### src/rtl/ex_muldiv.sv
// Multi-cycle MULT/MULTU/DIV/DIVU unit that owns the architectural HI/LO registers.
// Define MULDIV_FAST_MUL_EN to replace the shift-add multiplier with a single-cycle multiplier.
module ex_muldiv #(
    parameter int unsigned WIDTH = 32
) (
    input  logic             clk,
    input  logic             rst,
    input  logic             start,
    input  logic [1:0]       op,
    input  logic [WIDTH-1:0] regaData,
    input  logic [WIDTH-1:0] regbData,
    input  logic             flush,
    input  logic             whi,
    input  logic             wlo,
    input  logic [WIDTH-1:0] wHiData,
    input  logic [WIDTH-1:0] wLoData,
    output logic             busy,
    output logic             done,
    output logic             divZero,
    output logic [WIDTH-1:0] hiData,
    output logic [WIDTH-1:0] loData
);

    localparam int unsigned W     = WIDTH;
    localparam int unsigned DW    = 2 * WIDTH;
    localparam int unsigned CNT_W = $clog2(WIDTH + 1);

    typedef enum logic [2:0] {S_IDLE, S_MUL, S_DIV, S_FIX, S_DONE} state_t;

    state_t           state_q, state_d;
    logic [CNT_W-1:0] cnt_q, cnt_d;
    logic [DW-1:0]    acc_q, acc_d;
    logic [W-1:0]     m_q, m_d;
    logic [W-1:0]     a_q, a_d;
    logic             div_q, div_d;
    logic             neg_res_q, neg_res_d;
    logic             neg_rem_q, neg_rem_d;
    logic             dz_q, dz_d;
    logic [W-1:0]     hi_q, hi_d;
    logic [W-1:0]     lo_q, lo_d;
    logic             busy_q, busy_d;
    logic             done_q, done_d;
    logic             divz_q, divz_d;

    logic             op_sgn;
    logic             accept;
    logic [W-1:0]     abs_a, abs_b;
    logic [W:0]       mul_sum, div_sh, div_trial;
    logic [W-1:0]     rem_raw, quo_raw, rem_fix, quo_fix;

    // Next-state, datapath and output computation.
    always_comb begin
        state_d   = state_q;
        cnt_d     = cnt_q;
        acc_d     = acc_q;
        m_d       = m_q;
        a_d       = a_q;
        div_d     = div_q;
        neg_res_d = neg_res_q;
        neg_rem_d = neg_rem_q;
        dz_d      = dz_q;
        hi_d      = whi ? wHiData : hi_q;
        lo_d      = wlo ? wLoData : lo_q;

        op_sgn    = ~op[0];
        abs_a     = (op_sgn && regaData[W-1]) ? -regaData : regaData;
        abs_b     = (op_sgn && regbData[W-1]) ? -regbData : regbData;
        accept    = start && !flush && (state_q == S_IDLE || state_q == S_DONE);

        mul_sum   = {1'b0, acc_q[DW-1:W]} + (acc_q[0] ? {1'b0, m_q} : '0);
        div_sh    = {acc_q[DW-1:W], acc_q[W-1]};
        div_trial = div_sh - {1'b0, m_q};
        rem_raw   = acc_q[DW-1:W];
        quo_raw   = acc_q[W-1:0];
        rem_fix   = neg_rem_q ? -rem_raw : rem_raw;
        quo_fix   = neg_res_q ? -quo_raw : quo_raw;

        case (state_q)
            S_MUL: begin
                acc_d = {mul_sum, acc_q[W-1:1]};
                cnt_d = cnt_q - CNT_W'(1);
                if (cnt_q == CNT_W'(1)) state_d = S_FIX;
            end
            S_DIV: begin
                // Restoring step: a clear borrow bit means the divisor fits.
                if (!div_trial[W]) acc_d = {div_trial[W-1:0], acc_q[W-2:0], 1'b1};
                else               acc_d = {div_sh[W-1:0], acc_q[W-2:0], 1'b0};
                cnt_d = cnt_q - CNT_W'(1);
                if (cnt_q == CNT_W'(1)) state_d = S_DIV == S_DIV ? S_FIX : S_FIX;
            end
            S_FIX: begin
                if (!div_q)    acc_d = neg_res_q ? -acc_q : acc_q;
                else if (dz_q) acc_d = {a_q, {W{1'b1}}};
                else           acc_d = {rem_fix, quo_fix};
                state_d = S_DONE;
            end
            S_DONE: begin
                if (!flush) begin
                    hi_d = acc_q[DW-1:W];
                    lo_d = acc_q[W-1:0];
                end
                state_d = S_IDLE;
            end
            default: ;
        endcase

        if (accept) begin
            a_d       = regaData;
            div_d     = op[1];
            neg_res_d = op_sgn && (regaData[W-1] ^ regbData[W-1]);
            neg_rem_d = op_sgn && regaData[W-1];
            dz_d      = (regbData == '0);
            cnt_d     = CNT_W'(W);
            if (op[1]) begin
                m_d     = abs_b;
                acc_d   = {W'(0), abs_a};
                state_d = S_DIV;
            end else begin
                m_d     = abs_a;
`ifdef MULDIV_FAST_MUL_EN
                acc_d   = DW'(abs_a) * DW'(abs_b);
                state_d = S_FIX;
`else
                acc_d   = {W'(0), abs_b};
                state_d = S_MUL;
`endif
            end
        end

        if (flush && state_q != S_IDLE) state_d = S_IDLE;

        busy_d = (state_d == S_MUL) || (state_d == S_DIV) || (state_d == S_FIX);
        done_d = (state_d == S_DONE);
        divz_d = (state_d == S_DONE) && div_q && dz_q;
    end

    // State and output registers with synchronous reset.
    always_ff @(posedge clk) begin
        if (rst) begin
            state_q   <= S_IDLE;
            cnt_q     <= '0;
            acc_q     <= '0;
            m_q       <= '0;
            a_q       <= '0;
            div_q     <= 1'b0;
            neg_res_q <= 1'b0;
            neg_rem_q <= 1'b0;
            dz_q      <= 1'b0;
            hi_q      <= '0;
            lo_q      <= '0;
            busy_q    <= 1'b0;
            done_q    <= 1'b0;
            divz_q    <= 1'b0;
        end else begin
            state_q   <= state_d;
            cnt_q     <= cnt_d;
            acc_q     <= acc_d;
            m_q       <= m_d;
            a_q       <= a_d;
            div_q     <= div_d;
            neg_res_q <= neg_res_d;
            neg_rem_q <= neg_rem_d;
            dz_q      <= dz_d;
            hi_q      <= hi_d;
            lo_q      <= lo_d;
            busy_q    <= busy_d;
            done_q    <= done_d;
            divz_q    <= divz_d;
        end
    end

    assign busy    = busy_q;
    assign done    = done_q;
    assign divZero = divz_q;
    assign hiData  = hi_q;
    assign loData  = lo_q;

endmodule
### config.mk
export PLATFORM = sky130hd
export DESIGN_NAME = ex_muldiv
export DESIGN_NICKNAME = d
export VERILOG_FILES = /design/src/rtl/ex_muldiv.sv
export SDC_FILE = /design/constraint.sdc
export NUM_CORES = 1
export LEC_CHECK = 0
export BUFFER_PORTS_ARGS = -buffer_cell sky130_fd_sc_hd__buf_4
export CAP_MARGIN = 20
export CORE_MARGIN = 2
export CORE_UTILIZATION = 35
export CTS_CLUSTER_DIAMETER = 80
export DETAILED_ROUTE_END_ITERATION = 6
export PLACE_DENSITY = 0.52
export RECOVER_POWER = 100
export SYNTH_ARGS = -nofsm -noshare
export SYNTH_HDL_FRONTEND = slang
export SYNTH_SLANG_ARGS = --single-unit
### constraint.sdc
create_clock -name clk -period 5.01 [get_ports clk]
set_input_delay 0.7515 -clock clk [delete_from_list [all_inputs] [get_ports clk]]
set_output_delay 0.7515 -clock clk [all_outputs]
set_load 0.03 [all_outputs]
# After elaboration in Yosys (flattened, before gate mapping)

Index checks and enable logic that the tools add are counted.

Add/subtract/negate cells: 8
Equal/unequal tests: 12
Muxes and demuxes: 26
Bitwise logic cells: 2
Reduce and logical (&&, ||, !) cells: 21

Operators with widths:

| cell                                                                   | number |
|---|---|
| 32-bit two-way mux                                                     | 13 |
| 64-bit two-way mux                                                     | 5 |
| 64-bit one-hot mux with 3 select lines                                 | 1 |
| 32-bit negator                                                         | 4 |
| 64-bit negator                                                         | 1 |
| 32-bit by 32-bit adder with 33-bit output                              | 1 |
| 33-bit by 32-bit subtractor with 33-bit output                         | 1 |
| 32-bit logical NOT                                                     | 1 |
| 3-bit by 2-bit equality test with 1-bit output (second input constant) | 4 |
| 6-bit two-way mux                                                      | 2 |
| 3-bit two-way mux                                                      | 3 |
| 3-bit one-hot mux with 3 select lines                                  | 1 |
| 1-bit logical AND                                                      | 8 |
| 4-bit inequality test (second input constant)                          | 2 |
| 3-bit by 1-bit equality test with 1-bit output (second input constant) | 2 |
| 3-bit equality test (second input constant)                            | 2 |
| 6-bit by 1-bit equality test with 1-bit output (second input constant) | 1 |
| 3-bit AND reduction                                                    | 2 |
| 6-bit by 1-bit subtractor with 6-bit output (second input constant)    | 1 |
| 5-bit inequality test (second input constant)                          | 1 |
| 4-bit nonzero test                                                     | 1 |
| 2-bit OR reduction                                                     | 2 |
| 3-bit logical NOT                                                      | 1 |
| 1-bit logical OR                                                       | 3 |
| 6 further kinds                                                        | 6 |

Register bits: 208
Input bits: 136
Output and inout bits: 67
Word-level logic and storage cells: 85

# Logic depth before layout (Yosys ltp)

Gate-level depths: netlist of the first run.

Depth in word-level cells: 8
Gate-level depth with buffers: 15

# Worst setup path after synthesis of the first run

OpenSTA, ideal clock, no wires.

Path type: reg-to-reg
Start: register acc_q[32]
End: register acc_q[41]
Setup time: 0.130 ns
Data arrival time: 3.325 ns
Path slack: 1.555 ns
Stages on the path, launching flop included: 16
Cell sequence: dfxtp_1 > clkbuf_1 > inv_1 > fa_1 > nand2b_1 > a21oi_1 > o21bai_1 > and3_1 > o2111ai_1 > a21boi_0 > and2_1 > buf_2 > buf_2 > mux2_2 > a21oi_1 > a21oi_1

Cells in the longest elaborated chain, start to end: 6
Elaborated cells between the ends (all ways): 11
Classes of those cells: add/sub (4); mux (7)

Ends and longest elaborated chain:

| what                                       | line | text |
|---|---|---|
| start: declaration                         | 32   | `logic [DW-1:0] acc_q, acc_d;` |
| start signal: assignment                   | 142  | `acc_q <= '0;` |
| start signal: assignment                   | 157  | `acc_q <= acc_d;` |
| 32-bit negator                             | 75   | `rem_fix = neg_rem_q ? -rem_raw : rem_raw;` |
| 32-bit two-way mux                         | 75   |  |
| 64-bit two-way mux                         | 93   | `else if (dz_q) acc_d = {a_q, {W{1'b1}}};` |
| 64-bit two-way mux                         | 92   | `if (!div_q) acc_d = neg_res_q ? -acc_q : acc_q;` |
| 64-bit one-hot mux with 3 select lines (*) | 78   | `case (state_q)` |
| 64-bit two-way mux (*)                     | 107  | `if (accept) begin` |

Every way passes the cells marked *; elsewhere a longest branch is shown, timed or not. The select of a mux whose other input is x is not followed.
A chain may end at the register's enable or synchronous reset.

# Worst setup path in the final report of the first run

Start: register acc_q[32]
End: register acc_q[37]

Same word-level chain as after synthesis.

==> metrics.txt, run 1 <==
die height 226 µm; worst-margin pin slew 3.47 ns; GR Util All Layers 26.9%; Clock Latency Late Sink between 0.5 and 0.6 ns; critical path class register to register; global-route wire length before repair 106000 µm; fillers 5170; reg2reg end acc_q[37]$_SDFFE_PP0P_; Syn Nets approximately 2600; violated checks capacitance limit, slew limit; crit start category register; Hold Startpoint m_q[13]$_SDFFE_PP0P_; worst path arrival time 4.76 ns; Tmin final 4.32 ns; slew margin rel. -131%; first-pass detailed-route iteration total 6; Die Width 226 µm; synthesized flop and latch total 208; Post-DP HPWL around 54000 µm; Synth async-reset ratio 0%; Cell Area, Placed 19100 µm²; initial core utilization between 30% and 40%; reg2reg path depth 13; most frequent cells in the layout nor2_1, nand2_1, a21oi_1; Maximum Capacitance Violations 2; R2R Path Start acc_q[32]$_SDFFE_PP0P_; total vias in the final route 18214; Cell Rows 81; unrepaired setup endpoints after global routing false; Yosys cell types 84; vias in the first global route 16629; cts hold-fix bufs 0; largest net degree at the start of global routing 118; DRC 0; H-tree lvl count 1; Hold Fails Final Rpt 0; # clock sinks 208; Peak VDD IR 0.253 mV; Iteration-0 DRC Markers 2084; total die area between 50000 and 60000 µm²; Design Area, Final 19700 µm²; Max clock buf depth 3; top_reg_cell synth dfxtp_1; PwrDens 326 nW/µm²; pre-CTS setup slack 0.749 ns; Hold EP m_q[13]$_SDFFE_PP0P_; Core Util, Final around 40%; clk root buf clkbuf_16; clock-pin slew on the worst setup and hold paths 0.07 ns; nets 2667; Worst R2R Setup Slack 0.69 ns; Worst Hold Depth 2; register area 4160 µm²; WL final between 70000 and 80000 µm; # Post-CTS Setup Buffers 0; Post-synth EDFFs 0; IO Pins between 200 and 250; Crit Path Max Fanout 16; final RePlAce weighted congestion 0.965; Yosys warning total 0; CTS tree built; share of cells above drive strength 1 10.6%; fin crit share 86.2%; Leak Pwr 7.84 nW; fmax 232 MHz; commonest non-fill, non-tap cell in the layout nor2_1; syn_area_per_cell 7.22 µm²; CP Data Required Time 5.45 ns; Vias/cell 5.80; Gate Count Post-Synth between 2000 and 2500; # setup viols final 0; grt ovf 0; CORE AREA 48700 µm²; Hold Path Class register to register; fin. max-slew vios 135; multi-input logic area 11900 µm²; Clock Skews 0.0106 ns; Netlist Area Pre-Place around 17000 µm²; post-cts sizing count 0; crit end category register; Seq/Total Area, Yosys 24.2%; Fin Setup TNS 0 ns; outcome complete, but fails checks; area grow syn2layout 14.6%; Port Buf Inserts 202; initial antenna violation count 1; final worst slack just under 0.7 ns; TritonCTS buffer count 25; DR WL/cell 22.3 µm; post-route ant nets 0
sequential cells by signal, indices dropped and copies added (netlist names):
| name | cells |
|---|---|
| cnt_q | 6 |
| acc_q | 64 |
| state_q | 3 |
| done | 1 |
| dz_q | 1 |
| neg_rem_q | 1 |
| a_q | 32 |
| div_q | 1 |
| m_q | 32 |
| busy | 1 |
| divZero | 1 |
| loData | 32 |
| hiData | 32 |
| neg_res_q | 1 |
power by group:
part	leakage, nW	switching [mW]	internal (mW)	total [mW]
Combinational	5.71	1.59	0.937	2.53
Clock	0.422	0.786	1.15	1.93
Sequential	1.70	0.186	1.78	1.97
Total	7.84	2.56	3.87	6.43
how the worst max path moves through the flow:
stage,start,endpoint,depth (start not counted)
finish,acc_q[32]$_SDFFE_PP0P_,acc_q[37]$_SDFFE_PP0P_,13
floorplan,acc_q[32]$_SDFFE_PP0P_,acc_q[41]$_SDFFE_PP0P_,15
CTS,acc_q[32]$_SDFFE_PP0P_,acc_q[37]$_SDFFE_PP0P_,13
global route,acc_q[32]$_SDFFE_PP0P_,acc_q[37]$_SDFFE_PP0P_,13
global placement,acc_q[32]$_SDFFE_PP0P_,acc_q[37]$_SDFFE_PP0P_,13
detailed placement,acc_q[32]$_SDFFE_PP0P_,acc_q[37]$_SDFFE_PP0P_,13
logic make-up after synthesis:
logic type,synth area share [%]
multiplexers,6.50
flip-flops,24.2
buffers and inverters,6.31
XOR/XNOR,7.95
adder cells (fa/ha/maj),5.33
AND/OR/NAND/NOR,21.8
AO/OA/AOI/OAI,27.9
worst max-delay path, cell delays in order (launching register included):
cell and delay, ns:
dfxtp_1 0.59, inv_1 0.17, fa_1 0.46, nand2b_1 0.19
a21oi_1 0.25, o21bai_1 0.18, and3_1 0.25, o2111ai_1 0.19
a21boi_0 0.30, and2_1 0.70, buf_4 0.32, mux2_2 0.35
o21ai_0 0.14, o21ai_0 0.10
per-stage QoR:
stage	power [mW]	instances	hold slack, ns
6_report	6.43	3142	0.452
5_1_grt	6.76	3141	0.472
4_1_cts	6.44	3141	0.441
3_5_place_dp	4.50	3096	0.447
3_3_place_gp	4.48	3095	0.443
2_1_floorplan	3.71	2382	0.432
cells in the mapped netlist, drive strengths merged (9+ instances only):
master    n  area [µm²]
mux2i    97         971
nor2b    25         156
a221oi    9        78.8
nand2b   13        81.3
xor2     60         526
inv      63         236
or3      25         156
and3     14        87.6
a31oi    33         206
nor3     61         322
o21bai   12        90.1
dfxtp   208        4160
nand3    38         190
a22o      9        78.8
and2     11        68.8
o221ai   27         236
or2       9        56.3
or4      11        93.8
a21oi   237        1190
o22ai    12        75.1
o31ai    19         143
mux2     13         146
nand2   248         933
o21ai   127         636
a311oi    9        78.8
xnor2    96         841
buf      42         230
o211ai   39         293
nor4     18         164
nand4    12        75.1
clkbuf  164         618
ha       70         876
nor2    316        1190
a211oi  108         811
a21o     38         285
routing by layer:
| layer | routed length (µm) | vias to the layer above | part of all wire, % | GRT usage, % |
|---|---|---|---|---|
| li1 | - | 8703 | - | - |
| met1 | 33600 | 8637 | 48 | 40.8 |
| met2 | 28900 | 801 | 41 | 39.4 |
| met3 | 6240 | 73 | 8.9 | 4.29 |
| met4 | 1440 | 0 | 2.0 | 5.94 |
| met5 | 0 | - | 0 | 0 |
final cells by class:
class,count,share of cell area (%)
Timing Repair Buffer,256,8.48
Sequential cell,208,21.1
Multi-Input combinational cell,1905,60.6
Antenna cell,1,0.0127
Inverter,63,1.20
Tap cell,664,4.22
Clock buffer,35,3.62
Clock inverter,10,0.724
No activity file was read; power rests on OpenSTA's default activity.
==> run 2, diff against run 1 <==
--- a/config.mk
+++ b/config.mk
@@ -5,6 +5,7 @@
 export SDC_FILE = /design/constraint.sdc
 export NUM_CORES = 1
 export LEC_CHECK = 0
+export ABC_AREA = 1
 export BUFFER_PORTS_ARGS = -buffer_cell sky130_fd_sc_hd__buf_4
 export CAP_MARGIN = 20
 export CORE_MARGIN = 2
@@ -12,7 +13,6 @@
 export CTS_CLUSTER_DIAMETER = 80
 export DETAILED_ROUTE_END_ITERATION = 6
 export PLACE_DENSITY = 0.52
-export RECOVER_POWER = 100
 export SYNTH_ARGS = -nofsm -noshare
 export SYNTH_HDL_FRONTEND = slang
 export SYNTH_SLANG_ARGS = --single-unit
==> run 2 against run 1 <==
Sequential share of layout area fell by 2.8 points. Non-clock buffer count fell by 31. Largest power group unchanged. Cell count increased by 36%. Critical endpoint is now acc_q[35]$_SDFFE_PP0P_. The flow now finishes without violations.
==> metrics.txt, run 2 <==
post-cts sizing count 0 (unchanged); clk root buf clkbuf_16; grt ovf 0 (unchanged); cts hold-fix bufs 0 (unchanged); H-tree lvl count 1 (unchanged); Port Buf Inserts 202 (unchanged); fillers 6476 (+25%); PwrDens 291 nW/µm² (-11%); Iteration-0 DRC Markers 2630 (+26%); Peak VDD IR 0.278 mV (+9.9%); Cell Rows 87 (+7.4%); Vias/cell 5.50 (-5.2%); die height 241 µm (+7.0%); crit start category register; fmax 293 MHz (+27%); Tmin final 3.41 ns (-0.907 ns); Synth async-reset ratio 0% (unchanged); clock-pin slew on the worst setup and hold paths 0.06 ns (about the same); vias in the first global route 21471 (+29%); largest cells by area after synthesis dfxtp_1, nand2_1, inv_1, a21oi_1, o21ai_0; syn_area_per_cell 5.83 µm² (-19%); TritonCTS buffer count 26 (+4.0%); total die area 58300 µm² (+15%); CP Data Required Time 5.41 ns (-0.04 ns); GR Util All Layers 31.6% (+4.7 points); Maximum Capacitance Violations 0 (-2); Top delay family on crit path simple AND/OR/NAND/NOR gates; # Post-CTS Setup Buffers 0 (unchanged); post-synthesis mux area share 3.65% (-2.8 points); largest net degree at the start of global routing 71 (-40%); DRC 0 (unchanged); max reg flops 64 (unchanged); crit-path cells clkinv_1 > fa_1 > inv_1 > nand2_1 > nand2_1 > nand3_1 > nand2_2 > nand2_1 > nand2_2 > nand2_2 > nand2_2 > nand2_2 > nand2_4 > nand2_1 > nand3_1 > nand2_1 > nand2_1 > a21oi_1; DR WL/cell 22.2 µm (-0.71%); Hold Path Class input port to register; Crit path buffers/inverters 2 (unchanged); Hold Fails Final Rpt 0 (unchanged); max incr delay on CP 0.56 ns (-0.14 ns); most frequent cells in the layout nand2_1, inv_1, nor2_1; Post-synth EDFFs 0 (unchanged); cell taking the most area after synthesis dfxtp_1; initial antenna violation count 2 (+1); crit end category register; Synth Area in Simple Gates 35.0% (+13 points); Crit Path Max Fanout 37 (+21); xor/xnor cell area share of the yosys netlist 4.75% (-3.2 points); Syn Nets 3591 (+39%); count leader, synth nand2_1; Core Util, Final 40.5% (+0.053 points); fin. max-slew vios 0 (-100%); Seq/Total Area, Yosys 21.1% (-3.1 points); register area 4160 µm² (unchanged); cell mode on critical path nand2_1; area grow syn2layout 15.0%; worst path arrival time 3.81 ns (-0.95 ns); total vias in the final route 23559 (+29%); Die Width 241 µm (+7.0%); slew margin rel. 33.1% (+160 points); commonest cells in the netlist nand2_1, inv_1, nor2_1; Yosys warning total 0 (unchanged); multi-input logic area 13200 µm² (+11%); worst-margin pin slew 0.993 ns (-2.47 ns); CTS tree built; Yosys cell types 56 (-33%); Gate Count Post-Synth 3383 (+42%); share of cells above drive strength 1 11.3% (+0.69 points); Leak Pwr 11.1 nW (+42%); synthesized flop and latch total 208 (unchanged); Yosys top cell area share 21.1% (-3.1 points); post-route ant nets 0 (unchanged); Netlist Area Pre-Place 19700 µm² (+15%); unrepaired setup endpoints after global routing false; WL final 95000 µm (+35%); Max clock buf depth 3 (unchanged); post-synthesis adder-cell area fraction 4.64% (-0.69 points); Most flops, register acc_q; Post-DP HPWL 76600 µm (+42%); Worst path slowest cell fa_1; # clock sinks 208 (unchanged); fin crit share 68.1% (-18 points); Compound-Gate Fraction of Synth Area 18.8% (-9.0 points); nets 3719 (+39%); commonest non-fill, non-tap cell in the layout nand2_1; top_reg_cell synth dfxtp_1; critical path class register to register; Fin Setup TNS 0 ns (unchanged); CORE AREA 56100 µm² (+15%); outcome finished clean; largest family of logic cells by synthesized area simple AND/OR/NAND/NOR gates; Clock Skews 0.0484 ns (+0.0378 ns); IO Pins 203 (unchanged); # setup viols final 0 (unchanged); first-pass detailed-route iteration total 5 (-1); Clock Latency Late Sink 0.59 ns (+0.03 ns); antenna cells 0 (-1); final RePlAce weighted congestion 1.03 (+6.9%); initial core utilization 35.2% (-0.055 points); global-route wire length before repair 137000 µm (+29%)
-- run 2: worst paths after layout --
kind / from / endpoint / slack [ns] / cells past startpoint
min: regaData[0] / m_q[0]$_SDFFE_PP0P_ / 0.48 / 3
min reg2reg: cnt_q[3]$_SDFFE_PP0P_ / cnt_q[3]$_SDFFE_PP0P_ / 0.48 / 2
max reg2reg: acc_q[32]$_SDFFE_PP0P_ / acc_q[35]$_SDFFE_PP0P_ / 1.60 / 18
max: acc_q[32]$_SDFFE_PP0P_ / acc_q[35]$_SDFFE_PP0P_ / 1.60 / 18
-- run 2: tightest hold or removal path, stage by stage --
cell	delay (ns)
buf_4	0.14
nand2_1	0.06
a31oi_1	0.06
-- run 2: metrics by stage --
step	cells	cell area (µm²)	power, mW	hold WS [ns]	worst slack, ns
floorplan	3383	19700	3.64	0.429	2.51
global placement	4239	21800	4.61	0.460	1.67
detailed placement	4239	21800	4.60	0.466	1.68
CTS	4285	22700	6.55	0.455	1.67
global route	4285	22700	6.92	0.474	1.34
finish	4285	22700	6.60	0.479	1.60
-- run 2: cell families (layout without fill, tap and decap cells) --
kind of cell,Yosys count,in the layout
simple gates,1644,1644
compound gates,681,681
buf+inv,607,753
flops,208,208
xor+xnor,107,107
fa+ha+maj,72,72
mux,64,64
-- run 2: layout make-up --
cell class | count | area share [%]
clock buffers | 37 | 3.23
clock inverters | 9 | 0.562
inverters | 482 | 8.00
multi-input cells | 2568 | 58.3
flip-flops and latches | 208 | 18.4
well taps | 756 | 4.17
repair buffers | 225 | 7.44
-- run 2: power breakdown --
group / internal (mW) / total (mW) / switching, mW
clock: 1.12 / 1.95 / 0.824
sequential: 1.78 / 1.91 / 0.138
combinational: 0.792 / 2.74 / 1.94
total: 3.69 / 6.60 / 2.90
-- run 2: per-layer routing --
layer | GRT usage [%] | wire length [µm] | up-vias
met5 | 0 | 27 | -
met4 | 12.6 | 4240 | 4
met3 | 4.52 | 7700 | 188
met2 | 50.7 | 42400 | 1103
met1 | 42.6 | 40700 | 10990
li1 | - | - | 11274
